**config.mk**
```make
export PLATFORM = sky130hd
export DESIGN_NAME = count_bcd_scan_flat
export DESIGN_NICKNAME = d
export VERILOG_FILES = /design/src/rtl/count_bcd_scan_if.sv /design/src/rtl/count_bcd_scan.sv /design/src/flat_wrapper.sv
export SDC_FILE = /design/constraint.sdc
export NUM_CORES = 1
export LEC_CHECK = 0
export CAP_MARGIN = 20
export CORE_MARGIN = 2
export CORE_UTILIZATION = 30
export DETAILED_ROUTE_END_ITERATION = 8
export GPL_TIMING_DRIVEN = 0
export HOLD_SLACK_MARGIN = 0.1
export SYNTH_ARGS = -nofsm -noshare
export SYNTH_HDL_FRONTEND = slang
export SYNTH_SLANG_ARGS = --single-unit
```
**constraint.sdc**
```tcl
create_clock -name Clk -period 2.04 [get_ports Clk]
set_input_delay 0.204 -clock Clk [delete_from_list [all_inputs] [get_ports Clk]]
set_output_delay 0.204 -clock Clk [all_outputs]
set_load 0.05 [all_outputs]
```
**src/rtl/count_bcd_scan_if.sv**
```systemverilog
// Display bus between the upstream counter and the BCD scan stage.
// The counter side drives Count; the display stage drives the segment and digit outputs.
interface count_bcd_scan_if;
  logic [3:0] Count;
  logic [6:0] Seg;
  logic [1:0] DigitEn;
  logic       Changed;

  modport master (
    output Count,
    input  Seg,
    input  DigitEn,
    input  Changed
  );

  modport slave (
    input  Count,
    output Seg,
    output DigitEn,
    output Changed
  );
endinterface

```
**src/rtl/count_bcd_scan.sv**
```systemverilog
// Two-digit BCD display driver for a 4-bit counter: registers the count, splits it into
// tens/units and time-multiplexes both digits onto one 7-segment bus with registered outputs.
module count_bcd_scan #(
  parameter int unsigned SCAN_DIV = 4,
  parameter bit          BLANK_LZ = 1'b1
) (
  input logic                 Clk,
  input logic                 Reset,
  count_bcd_scan_if.slave     bus
);

  localparam int unsigned PrescW = $clog2(SCAN_DIV);
  localparam logic [PrescW-1:0] PrescMax = PrescW'(SCAN_DIV - 1);

  typedef enum logic [0:0] {StUnits, StTens} state_e;

  state_e            state_q, state_d;
  logic [PrescW-1:0] presc_q, presc_d;

  logic [3:0] cnt_q;
  logic       changed_q;
  logic [6:0] seg_q, seg_d;
  logic [1:0] digit_en_q, digit_en_d;

  logic       tens;
  logic [3:0] units;

  function automatic logic [6:0] dec(input logic [3:0] d);
    logic [6:0] s;
    case (d)
      4'd0:    s = 7'h3F;
      4'd1:    s = 7'h06;
      4'd2:    s = 7'h5B;
      4'd3:    s = 7'h4F;
      4'd4:    s = 7'h66;
      4'd5:    s = 7'h6D;
      4'd6:    s = 7'h7D;
      4'd7:    s = 7'h07;
      4'd8:    s = 7'h7F;
      4'd9:    s = 7'h6F;
      default: s = 7'h00;
    endcase
    return s;
  endfunction

  // Count is at most 15, so the tens digit is a single compare.
  assign tens  = (cnt_q >= 4'd10);
  assign units = tens ? (cnt_q - 4'd10) : cnt_q;

  // Scan FSM: state register.
  always_ff @(posedge Clk) begin
    if (Reset) begin
      state_q <= StUnits;
      presc_q <= '0;
    end else begin
      state_q <= state_d;
      presc_q <= presc_d;
    end
  end

  // Scan FSM: next state. Each digit dwells for SCAN_DIV cycles.
  always_comb begin
    state_d = state_q;
    presc_d = presc_q + PrescW'(1);
    if (presc_q == PrescMax) begin
      presc_d = '0;
      unique case (state_q)
        StUnits: state_d = StTens;
        StTens:  state_d = StUnits;
        default: state_d = StUnits;
      endcase
    end
  end

  // Scan FSM: outputs for the digit currently selected.
  always_comb begin
    seg_d      = 7'h00;
    digit_en_d = 2'b00;
    unique case (state_q)
      StUnits: begin
        digit_en_d = 2'b01;
        seg_d      = dec(units);
      end
      StTens: begin
        if (tens) begin
          digit_en_d = 2'b10;
          seg_d      = dec(4'd1);
        end else if (!BLANK_LZ) begin
          digit_en_d = 2'b10;
          seg_d      = dec(4'd0);
        end
      end
      default: begin
        digit_en_d = 2'b00;
        seg_d      = 7'h00;
      end
    endcase
  end

  always_ff @(posedge Clk) begin
    if (Reset) begin
      cnt_q      <= 4'd0;
      changed_q  <= 1'b0;
      seg_q      <= 7'h00;
      digit_en_q <= 2'b00;
    end else begin
      cnt_q      <= bus.Count;
      changed_q  <= (bus.Count != cnt_q);
      seg_q      <= seg_d;
      digit_en_q <= digit_en_d;
    end
  end

  assign bus.Seg     = seg_q;
  assign bus.DigitEn = digit_en_q;
  assign bus.Changed = changed_q;

endmodule
```
**src/flat_wrapper.sv**
```systemverilog
// flat-port wrapper written by rule: the top's interface ports become plain ports
module count_bcd_scan_flat 
#(
  parameter int unsigned SCAN_DIV = 4,
  parameter bit          BLANK_LZ = 1'b1
)
  (Clk, Reset, bus_Count, bus_Seg, bus_DigitEn, bus_Changed);
  count_bcd_scan_if bus_i ();
  input logic Clk;
  input logic Reset;
  input wire logic [$bits(bus_i.Count)-1:0] bus_Count;
  output wire logic [$bits(bus_i.Seg)-1:0] bus_Seg;
  output wire logic [$bits(bus_i.DigitEn)-1:0] bus_DigitEn;
  output wire logic [$bits(bus_i.Changed)-1:0] bus_Changed;
  assign bus_i.Count = bus_Count;
  assign bus_Seg = bus_i.Seg;
  assign bus_DigitEn = bus_i.DigitEn;
  assign bus_Changed = bus_i.Changed;
  count_bcd_scan #(.SCAN_DIV(SCAN_DIV), .BLANK_LZ(BLANK_LZ)) u_core (.Clk(Clk), .Reset(Reset), .bus(bus_i));
endmodule
```
Word-level counts from Yosys, hierarchy flattened

Memory sizes are Yosys's and may differ from the RTL's.
Index checks and enable logic that the tools add are counted.

Logic and storage cells: 20
Register bits after elaboration: 17
Memories: 1
Output and inout port bits: 10
Bits of input ports: 6
ROM bits: 112

Magnitude comparators: 1
Equal/unequal tests: 2
Reduce and logical (&&, ||, !) cells: 1
Bitwise operators: 1
Add/sub/neg operators: 2
Muxes and demuxes: 6

Memory list:

| memory          | words | bits a word | read ports | clocked after memory_dff | wr ports | line                 | source |
|---|---|---|---|---|---|---|---|
| (no name shown) | 16    | 7           | 1          | 0                        | 0        | count_bcd_scan.sv:30 | `case (d)` |

Operator list:

| operator            | count |
|---|---|
| $pmux 7 s2          | 1 |
| $ge 4x4->1 const B  | 1 |
| $mux 4              | 1 |
| $ne 4x4->1          | 1 |
| $pmux 2 s2          | 1 |
| $sub 4x4->4 const B | 1 |
| $mux 3              | 1 |
| $add 2x1->2 const B | 1 |
| $eq 2x2->1 const B  | 1 |
| $mux 2              | 1 |
| $pmux 1 s2          | 1 |
| $reduce_or 2->1     | 1 |
| $not 1->1           | 1 |

Logic depth before layout (Yosys ltp)

Gate-level depths: netlist (run 1).
An unclocked memory read counts as a cell.

Depth in word-level cells: 4
Depth in mapped cells: 9
Depth with buffers taken out: 8

Worst setup path after synthesis (run 1)

No wires, ideal clock.

Path type: register to register
Start point: reg u_core.cnt_q[3]
End point: reg u_core.seg_q[3] (netlist: u_core.bus.Seg[3])
Period minus slack after synthesis: 1.583 ns
Arrival time: 1.464 ns
Stages on the path, launching flop included: 9
Setup slack: 0.457 ns
Cells stage by stage: dfxtp_1 buf_2 buf_4 mux2i_1 ha_1 nor2_1 a21oi_1 nand3_1 a21oi_1

Cells in the longest elaborated chain, start to end: 4

Ends and longest elaborated chain:

| what                                             | line                                       | source |
|---|---|---|
| start, declared                                  | count_bcd_scan.sv:20                       | `logic [3:0] cnt_q;` |
| start signal, assigned                           | count_bcd_scan.sv:107                      | `cnt_q <= bus.Count;` |
| $sub 4x4->4 / $ge 4x4->1 (equally long branches) | count_bcd_scan.sv:48, count_bcd_scan.sv:47 |  |
| $mux 4 *                                         | count_bcd_scan.sv:48                       | `assign units = tens ? (cnt_q - 4'd10) : cnt_q;` |
| $mem_v2 16x7 *                                   | n/a                                        |  |
| $pmux 7 s2 *                                     | count_bcd_scan.sv:79                       | `unique case (state_q)` |
| end signal, assigned                             | count_bcd_scan.sv:109                      | `seg_q <= seg_d;` |
| end, declared                                    | count_bcd_scan.sv:22                       | `logic [6:0] seg_q, seg_d;` |

Every way passes the cells marked *; elsewhere a longest branch is shown, timed or not.
A chain may end at the register's enable or synchronous reset.

Final worst setup path (run 1)

Start point: reg u_core.cnt_q[3]
End point: reg u_core.seg_q[5] (netlist: u_core.bus.Seg[5])

The elaborated chain is that of the path after synthesis.

==> results list, run 1 <==
- Wires add up to approximately 1600 um.
- Global route total overflow: 0
- The number of antenna violations at the first check in global routing came to 0.
* Result of the run: finished clean
- At the later pin of the worst-skew pair, clock insertion delay measures roughly 0.29 ns.
- Of all nets on the critical path, the largest fanout is 10.
- After floorplanning, the core was divided into 19 placement rows.
- Critical Path, Cell by Cell: buf_2 -> buf_4 -> mux2i_1 -> ha_1 -> a211oi_1 -> o211ai_1 -> o41ai_2
* Routed wire per std cell: ~11 um
* Setup total negative slack: 0 ns
* First-pass GRT wire length: between 2000 and 3000 um
* Number of storage elements in the synthesis netlist: 17
* Sort of element at the end of the critical path: flip-flop
* Logic gate share of total power: ~30%
* Post-synthesis area per instance: approximately 8.9 sq um
* Layout area overhead: 25.9%
- In the routed design, unresolved DRC markers number 0.
- Setup repair after global routing left no endpoint under its margin.
- TritonCTS built the clock tree.
- Sequential elements use about two fifths of the synthesized area.
* Number of global-route vias before repair: 663
- Input and output buffers added on the ports amount to 15.
- Highest-count cells in the layout ignoring fill and taps: dfxtp_1, clkdlybuf4s50_1, a21oi_1, nand2_1, nor2_1
* Largest net degree at the start of global routing: 11
* Share of the clock period used by the worst path after layout: between 90% and 100%
- In this run the power density over the cells is 748 nW/um^2.
- Critical-path cell with the highest stage delay: mux2i_1
- Kind of cell adding the most delay to the critical path: buffers and inverters
- Largest area contributor in the synthesized netlist: dfxtp_1
* Crit Path Class: reg2reg
- Max-cap viol count: 0
- From bottom edge to top edge, the die measures about 57 um.
* Peak Freq: ~0.54 GHz
- DRC violation total after the first TritonRoute iteration: 9
* Maximum level of the CTS H-tree: 1
- Netlist Area Pre-Place: a little over 800 sq um
- Total count of max-transition violations in the final report: 0
- In this run the post-CTS setup repair buffer count came out at 0.
* Setup-violating endpoint count in the final report: 0
* Net total in the final layout: 124
- Sinks on the clock net: 17
- The worst pin sits at a relative slew slack of around two thirds.
- Leaving out fill and tap cells, the most frequent cell in the layout is dfxtp_1.
* Number of standard cells in the layout, taps in and fillers out: 143
- Diodes inserted: 0
* GPL Wtd Cong: 0.853
- P_sw: around 0.25 mW
- Post-route ant nets: 0
- Path type of the worst min-delay path: reg2reg
* Fraction of layout cells with a size suffix above 1: 9.82%
* Ports placed on the boundary: 16
- Hold repair after CTS inserted 0 buffers.
- VDD sags by at most about 0.00057 V.
- At the worst endpoint, the required time is around 2.2 ns.
- The floorplan step defined a core boundary enclosing approximately 2700 sq um.
- The routed design could run at a clock period as short as roughly 1.9 ns.
- Count of buffer and inverter cells on the critical path: 2
- Fraction of post-synthesis cell area in the top cell type by area: between 40% and 50%
- The cell sitting at the root of the clock tree is a clkbuf_4.
- The longest clock path from root to sink contains 2 buffers.
- For this run, the total global-route usage over all layers was measured as between 10 and 15%.
- For this run, the number of Yosys warnings is 0.
- Initial standard-cell utilization of the core: a little under a third
- Ranking of synthesized cells by area: dfxtp_1, ha_1, a21oi_1
- Synth unique cells: 27
- Data arrival time of the critical path: just over 2 ns
- Share of power burned in the clock network: between 20% and 30%
- Least-Margin Pin Slew: 0.492 ns
* Synthesized Nets: 104
* Worst Clk Skew: approximately 0.005 ns
- Internal power consumption: 0.528 mW
- Including well taps, the total number of placed cells is between 100 and 150.
- After clock tree synthesis, the repair step resized 0 gates.
* DP HPWL: around 1200 um
- STA classifies the critical path startpoint as a flip-flop.
- Total Die Area: ~3200 sq um
- Longest individual stage delay on the worst path: approximately 0.33 ns
* Register share of total power: about half
- Vias per cell: 5.15
- Total iterations of the first detailed-routing run: 4
* Width of the die: roughly 57 um
* Total count of hold-check failures in the final report: 0
- Number of vias after detailed routing: around 740
- Num CTS Buffers: 3
- Net switching is 32.4% of the power.
- Clock transition at the register clock pins on the worst setup and hold paths after CTS: 0.09 ns
- Number of cells produced by synthesis: 93
- The analysis attributes to cell leakage a power of a little over 0.4 nW.
-- cell type report --
type | instances | area [sq um]
tap | 31 | 38.8
inverter | 5 | 18.8
timing repair buffer | 15 | 150
multi-input combinational | 65 | 434
sequential | 17 | 340
clock buffer | 4 | 26.3
fill | 281 | 1640
buffer | 6 | 36.3
-- stage by stage --
stage / power, mW / utilization [%] / hold WS, ns / setup slack, ns / cell area (sq um)
finish: 0.781 / 38.9 / 0.443 / 0.179 / 1040
global route: 0.828 / 38.9 / 0.463 / 0.0222 / 1040
CTS: 0.789 / 38.9 / 0.441 / 0.164 / 1040
detailed placement: 0.615 / 37.9 / 0.427 / 0.179 / 1020
global placement: 0.613 / 37.9 / 0.412 / 0.130 / 1020
floorplan: 0.546 / - / 0.294 / 0.457 / 830
-- state kept, by name, summed over array words and instances (netlist names) --
register,count
u_core.bus.Changed,1
u_core.bus.DigitEn,2
u_core.bus.Seg,7
u_core.cnt_q,4
u_core.presc_q,2
u_core.state_q,1
-- cell usage after synthesis (all sizes together) --
cell,instances
dfxtp,17
a21oi,10
nand2,7
nor2,6
buf,5
ha,5
inv,5
xnor2,5
nor2b,4
nor3,4
o21ai,4
a211oi,3
nand3,3
mux2i,2
nand4,2
a41oi,1
clkbuf,1
nand3b,1
nand4b,1
nor3b,1
o211ai,1
o21a,1
o221ai,1
o22ai,1
o41ai,1
or2,1
-- metal layers --
layer	up-vias	track usage, %	part of all wire [%]
met2	29	17.9	45
met5	-	0	0
met3	2	4.15	7.4
met4	0	2.04	0.74
li1	365	-	-
met1	341	14.9	47
-- logic make-up after synthesis --
| family | Yosys count | share of synthesized area, % |
|---|---|---|
| fa+ha+maj | 5 | 7.54 |
| flops | 17 | 41.0 |
| compound gates | 23 | 18.6 |
| simple gates | 30 | 18.6 |
| mux | 2 | 2.41 |
| buf+inv | 11 | 6.64 |
| xor+xnor | 5 | 5.28 |
-- power by group through the flow --
stage | Clock (mW) | Sequential [mW] | Combinational [mW]
6_report | 0.175 | 0.376 | 0.231
5_1_grt | 0.199 | 0.379 | 0.250
4_1_cts | 0.181 | 0.376 | 0.232
3_5_place_dp | 0 | 0.384 | 0.231
3_3_place_gp | 0 | 0.383 | 0.231
2_1_floorplan | 0 | 0.450 | 0.0960
-- path summary, 6_finish.rpt --
check	from	endpoint	slack [ns]	cells after the start
max reg2reg	u_core.cnt_q[3]	u_core.bus.Seg[5]	0.18	7
min reg2reg	u_core.presc_q[0]	u_core.presc_q[0]	0.44	1
min	u_core.presc_q[0]	u_core.presc_q[0]	0.44	1
max	u_core.cnt_q[3]	u_core.bus.Seg[5]	0.18	7
Note: power is estimated with default switching activity, not from simulation.
==> run 2, diff against run 1 <==
- GPL_TIMING_DRIVEN: 0 -> 1
==> run 2 against run 1 <==
Compared with the run above:
- cell count decreased by 1.4%
- die area did not move
- count of clock-buffer cells in the layout did not move
- register-to-register slack better by 0.25 ns
- worst hold slack worse by 0.013 ns
- wire length decreased by 0.98%
- sequential power about the same
- cell area decreased by 0.60%
- power is 0.60% higher
- worst setup slack improved by 0.23 ns
- critical path type is now reg2out
- largest cell class unchanged
==> results list, run 2 (synthesis results as in run 1) <==
- Summing all non-filler instances in the final layout gives an area of roughly 1000 sq um.
* Number of buffers added to fix hold violations after cts: 0
- Initial antenna violation count: 0
- Num CTS Buffers: 3
- Post-cts sizing count: 0
- For this run, the slowest stage of the critical path takes around 0.8 ns.
* Total iterations of the first detailed-routing run: 4
* Area after detailed placement: 1010 sq um
- Data on the critical path arrives at its endpoint at around 1.4 ns.
- Total of buffers placed on input and output ports: 15
* Largest fanout on the critical path: 1
- The initial utilization of the core area, before any placement, comes to between 30% and 40%.
* Largest buffer count on any clock path: 2
- Net total in the final layout: around 120
- CTS built an H-tree with a depth of 1.
- Fraction of the core area covered by cells at the end of the flow: 38.7%
- IR analysis of the VDD net gives a maximum drop of 0.000589 V.
- The die covers about 3200 sq um.
- Count of buffer and inverter cells on the critical path: 1
- Summed over all layers, the global routing overflow is 0.
* Number of global-route vias before repair: ~660
- Summed over all nets, the half-perimeter wirelength after detailed placement is 1210 um.
- Crit Path Class: reg2out
- The min-delay analysis places its worst path in the category reg2reg.
- Startpoint type of the worst setup path: flip-flop
- Timing would allow up to about 0.6 GHz.
* Max-slew headroom at the worst pin: approximately two thirds
- Aggregate global-route resource usage: around 11%
- Total area of multi-input combinational cells: 434 sq um
* Root buffer selected by CTS: clkbuf_4
- After detailed routing, the number of vias per cell comes to ~5.
- The number of hold-slack violations in the final timing report is 0.
- Total count of max-transition violations in the final report: 0
- Ports placed on the boundary: 16
* First-pass GRT wire length: 2720 um
* CTS tree: done
- Leakage dissipation: roughly 0.4 nW
- Of the available clock period, the critical path in the final layout requires about four fifths.
- The area growth from synthesis to layout is 25.2%.
- Sequential Area: roughly 340 sq um
- Buffers added to address setup during post-CTS repair amount to 0.
- GPL Wtd Cong: 0.869
- On the critical path, the stage with the largest delay is an instance of clkdlybuf4s50_1.
* Post-route minimum period: about 1.6 ns
* Max-cap viol count: 0
- In this run the remaining antenna-violating nets after routing total 0.
- Max FFs per register: 7
- Kind of cell adding the most delay to the critical path: buffers and inverters
- Row cnt: 19
* Diodes inserted: 0
- In the final routed layout, each cell accounts on average for 11.4 um.
- The first routing iteration left 17 violations.
- Power per unit of standard cell area: roughly 760 nW/um^2
* Least-Margin Pin Slew: slightly above 0.5 ns
- Detailed routing inserted a total of between 700 and 800 vias.
- Counting every sink on the clock net gives 17.
- Setup repair after global routing left no endpoint under its margin.
- The library cell used most frequently in the layout, excluding fill and tap cells, is dfxtp_1.
- Data required time at the worst endpoint: between 1.5 and 2 ns
- Core ar.: approximately 2700 sq um
* # DRC: 0
- Setup violations remaining at the end of the flow were counted as 0.
* Die height: ~57 um
- Critical Path, Cell by Cell: clkdlybuf4s50_1
* Width of the die: around 57 um
- Adding up every negative setup slack in the final design gives 0 ns.
- Fraction of layout cells with a size suffix above 1: ~9%
* Clock transition at the register clock pins on the worst setup and hold paths after CTS: roughly 0.1 ns
* Filler cell count in the final layout: about 270
- Summed over all layers, the routed wires come to ~1600 um.
- Sort of element at the end of the critical path: output pin
- Worst Clk Skew: ~0.009 ns
- Insertion delay of the later-clocked pin in the worst-skew pair: just under 0.3 ns
- Largest net degree at the start of global routing: 18
- The library cells used most frequently in the layout, excluding fill and tap cells, are dfxtp_1, clkdlybuf4s50_1, a21oi_1, nand2_1, nor2_1.
- Result of the run: finished clean
run 2: changes by cell type in the layout (fill, tap and decap cells not counted), sizes merged:
cell | before | now
buf | 5 | 4
clkbuf | 5 | 4
run 2: report_power, final:
group	internal, mW	switching (mW)	total [mW]	leakage (nW)
clock	0.0761	0.103	0.180	0.0150
sequential	0.362	0.0145	0.376	0.142
combinational	0.0898	0.140	0.230	0.249
total	0.528	0.258	0.786	0.406
run 2: worst paths after layout:
path,start,endpoint,slack [ns],cells after the start
max reg2reg,u_core.cnt_q[2],u_core.bus.Seg[2],0.43,6
min reg2reg,u_core.presc_q[0],u_core.presc_q[0],0.43,1
max,u_core.bus.Seg[5],bus_Seg[5],0.41,1
min,u_core.presc_q[0],u_core.presc_q[0],0.43,1
run 2: layer usage:
metal / up-vias / share of wire, % / track usage (%)
met5: - / 0 / 0
met4: 0 / 0.74 / 3.06
met3: 2 / 7.4 / 5.30
met2: 28 / 48 / 18.1
met1: 317 / 43 / 12.1
li1: 360 / - / -
run 2: stage by stage:
step	cells	setup WS [ns]	power (mW)	hold WS (ns)
6_report	141	0.413	0.786	0.431
3_5_place_dp	137	0.441	0.614	0.421
4_1_cts	141	0.399	0.796	0.434
5_1_grt	141	0.244	0.830	0.472
3_3_place_gp	137	0.430	0.613	0.412
2_1_floorplan	93	0.457	0.546	0.294
run 2: layout make-up:
cell class	count	share of cell area [%]
Multi-Input combinational cell	65	41.8
Sequential cell	17	32.8
Timing Repair Buffer	19	17.3
Tap cell	31	3.73
Clock buffer	4	2.53
Inverter	5	1.81
